--- config.mk ---
export PLATFORM = sky130hd
export DESIGN_NAME = rram_ctrl_monitor
export DESIGN_NICKNAME = d
export VERILOG_FILES = /design/src/rtl/rram_ctrl_monitor.sv
export SDC_FILE = /design/constraint.sdc
export NUM_CORES = 1
export LEC_CHECK = 0
export CORE_ASPECT_RATIO = 0.7
export CORE_MARGIN = 2
export CORE_UTILIZATION = 35
export CTS_CLUSTER_DIAMETER = 80
export CTS_CLUSTER_SIZE = 24
export DETAILED_ROUTE_END_ITERATION = 8
export PLACE_DENSITY = 0.62
export RECOVER_POWER = 100
export SYNTH_ARGS = -nofsm -noshare
export SYNTH_HDL_FRONTEND = slang
export SYNTH_SLANG_ARGS = --single-unit
--- constraint.sdc ---
create_clock -name clk -period 2.82 [get_ports clk]
set_input_delay 0.423 -clock clk [delete_from_list [all_inputs] [get_ports clk]]
set_output_delay 0.423 -clock clk [all_outputs]
set_load 0.01 [all_outputs]
--- src/rtl/rram_ctrl_monitor.sv ---
// Sequence checker and status decoder for the RRAM training control interface.
// Tracks the wordline/init/forward/error/update protocol and flags violations.
module rram_ctrl_monitor #(
  parameter int N_LINES = 6,
  parameter int LVL_W   = 3,
  parameter int CNT_W   = 8
) (
  input  logic               clk,
  input  logic               rst_n,
  input  logic               clr,
  input  logic [N_LINES-1:0] wl,
  input  logic [N_LINES-1:0] sl,
  input  logic [N_LINES-1:0] bl,
  input  logic               set,
  input  logic               back,
  input  logic               label,
  output logic [2:0]         phase,
  output logic [N_LINES-1:0] rows,
  output logic [LVL_W-1:0]   upd_level,
  output logic [LVL_W-1:0]   max_level,
  output logic [CNT_W-1:0]   pulse_cnt,
  output logic               done,
  output logic               seq_err,
  output logic               thermo_err
);

  // state | meaning
  // IDLE  | no wordline active, bus quiet
  // WLON  | wordline enabled, waiting for init strobe
  // INIT  | set pulse with all bitlines driven
  // FWD   | feed-forward, row pattern latched from sl
  // ERR   | label strobe, error calculation
  // UPD   | back strobe, bitline thermometer code is the update level
  // DONE  | single-cycle completion marker
  // FAULT | sticky protocol violation, left only by clr or reset
  typedef enum logic [2:0] {
    IDLE  = 3'd0,
    WLON  = 3'd1,
    INIT  = 3'd2,
    FWD   = 3'd3,
    ERR   = 3'd4,
    UPD   = 3'd5,
    DONE  = 3'd6,
    FAULT = 3'd7
  } state_t;

  state_t             state_q, state_d;
  logic [N_LINES-1:0] rows_d;
  logic [LVL_W-1:0]   lvl_d, max_d, bl_lvl;
  logic [CNT_W-1:0]   pulse_d;
  logic               done_d, seq_d, thermo_d;
  logic               fault, enter_upd, thermo_ok;
  logic               wl_on, bl_full, side_busy;
  logic [N_LINES-1:0] bl_inc;

  assign wl_on     = |wl;
  assign bl_full   = &bl;
  assign side_busy = (|sl) | (|bl) | set | back | label;
  assign bl_inc    = bl + N_LINES'(1);
  // A thermometer code has no zero below its highest one, so bl & (bl+1) clears.
  assign thermo_ok = ((bl & bl_inc) == '0);

  always_comb begin
    bl_lvl = '0;
    for (int i = 0; i < N_LINES; i++) bl_lvl = bl_lvl + LVL_W'(bl[i]);
  end

  always_comb begin
    state_d   = state_q;
    rows_d    = rows;
    pulse_d   = pulse_cnt;
    max_d     = max_level;
    lvl_d     = '0;
    done_d    = 1'b0;
    seq_d     = 1'b0;
    thermo_d  = 1'b0;
    fault     = 1'b0;
    enter_upd = 1'b0;

    if (clr) begin
      state_d = IDLE;
      rows_d  = '0;
      pulse_d = '0;
      max_d   = '0;
    end else begin
      unique case (state_q)
        IDLE: begin
          if (side_busy) fault = 1'b1;
          else if (wl_on) state_d = WLON;
        end
        WLON: begin
          if (back || label || (|sl)) fault = 1'b1;
          else if (set && !bl_full) fault = 1'b1;
          else if (!wl_on) state_d = IDLE;
          else if (set) state_d = INIT;
        end
        INIT: begin
          if (!wl_on) fault = 1'b1;
          else if (set && bl_full) state_d = INIT;
          else if (!set && (bl == '0) && (sl != '0)) begin
            state_d = FWD;
            rows_d  = sl;
            pulse_d = '0;
            max_d   = '0;
          end else fault = 1'b1;
        end
        FWD: begin
          if (!wl_on || set || (back && !label) || (sl == '0)) fault = 1'b1;
          else if (label) state_d = ERR;
        end
        ERR: begin
          if (!wl_on || !label || set) fault = 1'b1;
          else if (back) enter_upd = 1'b1;
        end
        UPD: begin
          if (!wl_on) fault = 1'b1;
          else if (back) enter_upd = 1'b1;
          else begin
            state_d = DONE;
            done_d  = 1'b1;
          end
        end
        DONE:    state_d = wl_on ? WLON : IDLE;
        default: lvl_d = upd_level;
      endcase

      // The bitline level is decoded on every cycle that lands in UPD,
      // including the ERR->UPD entry cycle.
      if (enter_upd) begin
        if (thermo_ok) begin
          state_d = UPD;
          lvl_d   = bl_lvl;
          if ((bl_lvl != '0) && (bl_lvl != upd_level) && (pulse_cnt != '1))
            pulse_d = pulse_cnt + CNT_W'(1);
          if (bl_lvl > max_level) max_d = bl_lvl;
        end else begin
          fault    = 1'b1;
          thermo_d = 1'b1;
        end
      end

      if (fault) begin
        state_d = FAULT;
        seq_d   = 1'b1;
        lvl_d   = upd_level;
      end
    end
  end

  always_ff @(posedge clk or negedge rst_n) begin
    if (!rst_n) begin
      state_q    <= IDLE;
      rows       <= '0;
      upd_level  <= '0;
      max_level  <= '0;
      pulse_cnt  <= '0;
      done       <= 1'b0;
      seq_err    <= 1'b0;
      thermo_err <= 1'b0;
    end else begin
      state_q    <= state_d;
      rows       <= rows_d;
      upd_level  <= lvl_d;
      max_level  <= max_d;
      pulse_cnt  <= pulse_d;
      done       <= done_d;
      seq_err    <= seq_d;
      thermo_err <= thermo_d;
    end
  end

  assign phase = state_q;

endmodule

==> metrics.txt, run 1 <==
status finished with violations; failing checks setup timing; Post-synth top cells dfrtp_1 (26), a21oi_1 (23), nand2_1 (20), inv_1 (18), nor2_1 (16); Hold WC Path Type flop to flop; slew margin rel. 3.42%; die height about 66 µm; crit path from bl[0]; Max Freq 298 MHz; crit path max fanout 5; unrepaired setup endpoints after global routing yes; LEAKAGE 1.28 nW; CP arrival 3560 ps; number of buffers created by CTS 3; FF-to-FF Start phase[1]; Tot GR Track Use 18.6%; Worst setup EP type flop; pre-CTS WS -1160 ps; global-route wire length before repair about 9100 µm; Period minus WS final 3360 ps; Yosys top cell by area dfrtp_1; Synth cell types 52; DR vias/cell 5.25; Worst EP required 3020 ps; Synth Cell Area 1920 µm²; GRT overflow 0; Max stage delay on crit path 540 ps; via count between 2000 and 2500; period utilisation layout 119%; Max Transition Viols Final 0; sequential area share after synthesis 33.9%; pwr/cell area 485 nW/µm²; WL final 5430 µm; Post-synth EDFFs 0; Starting Density 36.5%; VDD IR max around 0.00030 V; Final WS setup -535 ps; row count 22; DRT iter0 DRCs 151; clock slew at reported path FFs 90 ps; die span in x between 90 and 100 µm; core area roughly 5300 µm²; DP HPWL 3900 µm; # setup viols final 11; CTS tree done; ys flop type dfrtp_1; crit start category input port; most frequent cell after synthesis dfrtp_1; worst slew pin tran 1450 ps; clk buf depth 2; layout cells sized above 1 23.6%; max cap viols 0; die footprint 6110 µm²; Setup CP Type input port to flop; post-route ant nets 0; Root Buffer clkbuf_8; CTS Hold Bufs 0; largest net degree at the start of global routing 27; CTS Sinks 26; Synth Register Bits 26; final hold slack 517 ps; Mapped Nets 266; IO buf count 49; asr flop ratio synth 100%; Routed WL per cell 14.1 µm; Design Power 1.39 mW; Ports 50; RD Place Congestion 0.874; Hold Startpoint rows[1]; Ys Warns 0; initial antenna violation count 0; Synth Instances around 230; clk_skew 13.4 ps; DRC 0; H-tree Lvls 1; Synth Area per Inst 8.31 µm²; Slowest-stage cell, CP fa_1; final hold vios 0; Diodes inserted 0; vias in the first global route 1939; ranking of synthesized cells by area dfrtp_1 (34%), a21oi_1 (6.0%), ha_1 (5.2%); Synth top area share 33.9%; layout net count between 300 and 400; critical-path cell list buf_6 -> fa_1 -> inv_2 -> fa_1 -> inv_1 -> ha_2 -> inv_2 -> fa_1 -> inv_2 -> and4_1 -> o21ai_2 -> and4b_2 -> mux2_2 -> nor2_1; Area growth syn-to-layout 49.6%; Pre-Repair DR Iteration Count 4; clock latency on the worst-skew pair approximately 280 ps
[flip-flops by register name, indices dropped and copies added, names as in the netlist]
register / flops
thermo_err: 1
phase: 3
upd_level: 3
max_level: 3
done: 1
rows: 6
seq_err: 1
pulse_cnt: 8
[per-layer routing]
| metal | GRT usage [%] | wire length [µm] | vias up |
|---|---|---|---|
| met2 | 29.1 | 2390 | 76 |
| li1 | - | - | 984 |
| met1 | 27.2 | 2600 | 954 |
| met5 | 0 | 0 | - |
| met3 | 3.53 | 373 | 9 |
| met4 | 2.99 | 66 | 0 |
[metrics by stage]
| stage | cell area, µm² | setup TNS [ps] | instances | utilization [%] |
|---|---|---|---|---|
| CTS | 2840 | -5360 | 384 | 54.0 |
| global route | 2870 | -6830 | 385 | 54.6 |
| finish | 2870 | -5370 | 385 | 54.6 |
| detailed placement | 2700 | -12860 | 374 | 51.4 |
| floorplan | 1930 | -4840 | 231 | - |
| global placement | 2700 | -12170 | 374 | 51.4 |
[area by class of cell]
type                       instances  area [µm²]
clock buffer                       4        55.1
multi-input combinational        177        1230
inverter                          18        67.6
tap                               72        90.1
timing repair buffer              88         781
sequential                        26         651
fill                             507        2380
[worst paths after layout]
| check | slack (ps) | endpoint | cells after the start |
|---|---|---|---|
| max reg2reg | 510 | pulse_cnt[0] | 6 |
| min in group asynchronous | 1010 | pulse_cnt[1] | 2 |
| max | -540 | pulse_cnt[0] | 14 |
| min | 520 | rows[1] | 2 |
| max in group asynchronous | 960 | pulse_cnt[3] | 2 |
| min reg2reg | 520 | rows[1] | 2 |
[cells by family after synthesis]
kind of cell,Yosys count,share of synthesized area (%)
buf+inv,29,5.99
simple gates,98,28.8
xor+xnor,4,1.82
fa+ha+maj,11,8.34
compound gates,61,19.8
flops,26,33.9
mux,2,1.37
[cells in the final DEF (no fill, tap or decap), types with 4 or more instances in the layout]
cell type | Yosys | final
a21oi_1 | 23 | 18
a21oi_2 | 0 | 5
a31oi_1 | 4 | 4
buf_4 | 0 | 37
clkbuf_8 | 0 | 4
clkdlybuf4s50_1 | 0 | 28
dfrtp_1 | 26 | 26
dlygate4sd3_1 | 0 | 18
ha_1 | 8 | 6
inv_1 | 18 | 15
nand2_1 | 20 | 20
nand2b_1 | 13 | 13
nand3_1 | 8 | 6
nand3b_1 | 6 | 6
nor2_1 | 16 | 16
nor3_1 | 7 | 7
o211ai_1 | 4 | 4
o21ai_0 | 12 | 7
o21ai_2 | 0 | 5
[worst max-delay path, delay by kind of cell]
kind | cells | cell delay (ps)
simple gates | 3 | 630
buf+inv | 5 | 300
mux | 1 | 350
fa+ha+maj | 4 | 1650
compound gates | 1 | 190
[power by group]
group	internal, mW	switching (mW)	total [mW]
registers	0.403	0.0177	0.420
logic	0.349	0.375	0.724
clock network	0.125	0.123	0.248
[timing repair]
item                                    in CTS  in global routing
gates cloned                                 1                  0
endpoints found under the setup margin      12                 11
pin swaps                                   14                 13
resized for setup                           27                 10
endpoints found under the hold margin        0                  0
setup buffers                                5                  1
Note: power is estimated with default switching activity, not from simulation.
==> inputs of run 2 (changes only) <==
Settings changed: CORE_UTILIZATION 35 to 49, PLACE_DENSITY 0.62 to 0.81.
==> run 2 against run 1 <==
  * The flow still finishes with violations (setup timing)
  * Combinational power is 4.1% higher
  * Via count is 1.0% higher
  * Final cell count is 5.7% lower
  * Count of clock-buffer cells in the layout is 1 lower
  * Setup slack worse by 160 ps
  * Non-clock buffer count is 1 higher
  * Design area is 1.4% lower
  * Critical endpoint unchanged
  * Largest power group unchanged
==> metrics.txt, run 2 (synthesis results as in run 1) <==
status finished with violations; failing checks setup timing; Worst setup EP type flop; Max Freq 285 MHz; Slowest-stage cell, CP fa_1; RD Place Congestion 0.938; Top reg by flops pulse_cnt; Period minus WS final ~3500 ps; period utilisation layout 125%; post-route ant nets 0; Tot GR Track Use 25.0%; worst path bufs/invs 5; Area growth syn-to-layout 47.4%; CTS Sinks 26; clk buf depth 2; Worst EP required 3020 ps; placed cell count ~350; Hold WC Path Type flop to flop; DR vias/cell ~5.6; DRC 0; met3 wire len 368 µm; layout cells sized above 1 22.7%; Starting Density 52.6%; row count 18; die span in x a little under 80 µm; met2 WL ~2500 µm; CTS tree done; worst slew pin tran between 1000 and 1500 ps; Final WS setup -692 ps; DR top layer met4; GRT overflow 0; Pre-Repair DR Iteration Count 5; crit start category input port; DRT iter0 DRCs 99; Setup CP Type input port to flop; crit path max fanout 5; Ports 50; Fillers around 270; pwr/cell area 487 nW/µm²; die footprint 4440 µm²; CP arrival about 3700 ps; commonest non-fill, non-tap cell in the layout buf_4; unrepaired setup endpoints after global routing yes; Routed WL per cell approximately 15 µm; Top delay family on crit path adder cells; Max Transition Viols Final 0; commonest non-fill, non-tap cells in the layout buf_4 (38), clkdlybuf4s50_1 (28), dfrtp_1 (26); top flop regs pulse_cnt: 8 flops, rows: 6 flops; CP dominant cell by count fa_1; via count 2044; fin cells 363; LEAKAGE 1.29 nW; initial antenna violation count 0; IO buf count 49; Design Power around 1.4 mW; met1 WL approximately 2400 µm; H-tree Lvls 1; clk_skew around 6.3 ps; critical-path cell list buf_6 -> fa_1 -> inv_2 -> fa_1 -> inv_1 -> ha_2 -> inv_2 -> fa_1 -> buf_4 -> nand3b_1 -> a211oi_2 -> o21ai_2 -> and4b_2 -> mux2_4 -> nor2_2; VDD IR max roughly 0.00038 V; largest net degree at the start of global routing 27; # setup viols final 11; DP HPWL 3690 µm; global-route wire length before repair 8930 µm; die height 56.4 µm; Root Buffer clkbuf_8; slew margin rel. under 10%; Max stage delay on crit path 540 ps; layout net count 350; clock slew at reported path FFs 80 ps; vias in the first global route 1916; WL final about 5400 µm; final core occ 77.6%; final hold vios 0; core area between 3000 and 4000 µm²; Diodes inserted 0; number of buffers created by CTS 3; clock latency on the worst-skew pair 270 ps; max cap viols 0; Largest register FFs 8
[run 2: power breakdown]
part | total (mW) | leakage (nW) | switching [mW] | internal [mW]
clock | 0.204 | 0.0216 | 0.109 | 0.0956
combinational | 0.754 | 0.908 | 0.390 | 0.364
sequential | 0.422 | 0.357 | 0.0191 | 0.402
[run 2: final cells by class]
cell class / instances / area, µm² / area share [%]
timing repair buffer: 89 / 788 / 27.8
multi-input combinational: 177 / 1220 / 43.0
tap: 50 / 62.6 / 2.21
sequential: 26 / 651 / 23.0
inverter: 18 / 70.1 / 2.47
clock buffer: 3 / 41.3 / 1.46
[run 2: worst register-to-register path, cell delays in order (launching register included)]
cell     delay [ps]
dfrtp_1         390
and2b_1         240
and2_4          150
or4b_1          560
and4b_2         430
mux2_4          330
nor2_2          110
[run 2: final timing paths]
check,end,slack (ps),cells after the start,start
min reg2reg,rows[1],520,2,rows[1]
max in group asynchronous,rows[2],980,2,rst_n
max,pulse_cnt[0],-690,15,bl[0]
max reg2reg,pulse_cnt[0],550,6,phase[1]
min in group asynchronous,max_level[0],1010,2,rst_n
min,rows[1],520,2,rows[1]
[run 2: repair_timing]
action                                  CTS  global route
endpoints found under the setup margin   11            12
hold buffers                              0             0
pin swaps                                14             9
buffers inserted                          4             2
cloned                                    1             0
resized for setup                        27             7
[run 2: stage by stage]
stage               TNS, ps  setup slack (ps)  hold WS, ps  instance area, µm²
CTS                   -6270              -605          529                2790
global route          -8250              -805          541                2830
global placement     -11800             -1100          513                2680
floorplan             -4840              -575          127                1930
finish                -6840              -692          523                2830
detailed placement   -13130             -1190          518                2680
[run 2: metal layers]
metal / up-vias / track usage, %
met1: 956 / 33.9
li1: 987 / -
met2: 95 / 42.4
met3: 6 / 4.34
met5: - / 0
met4: 0 / 5.17
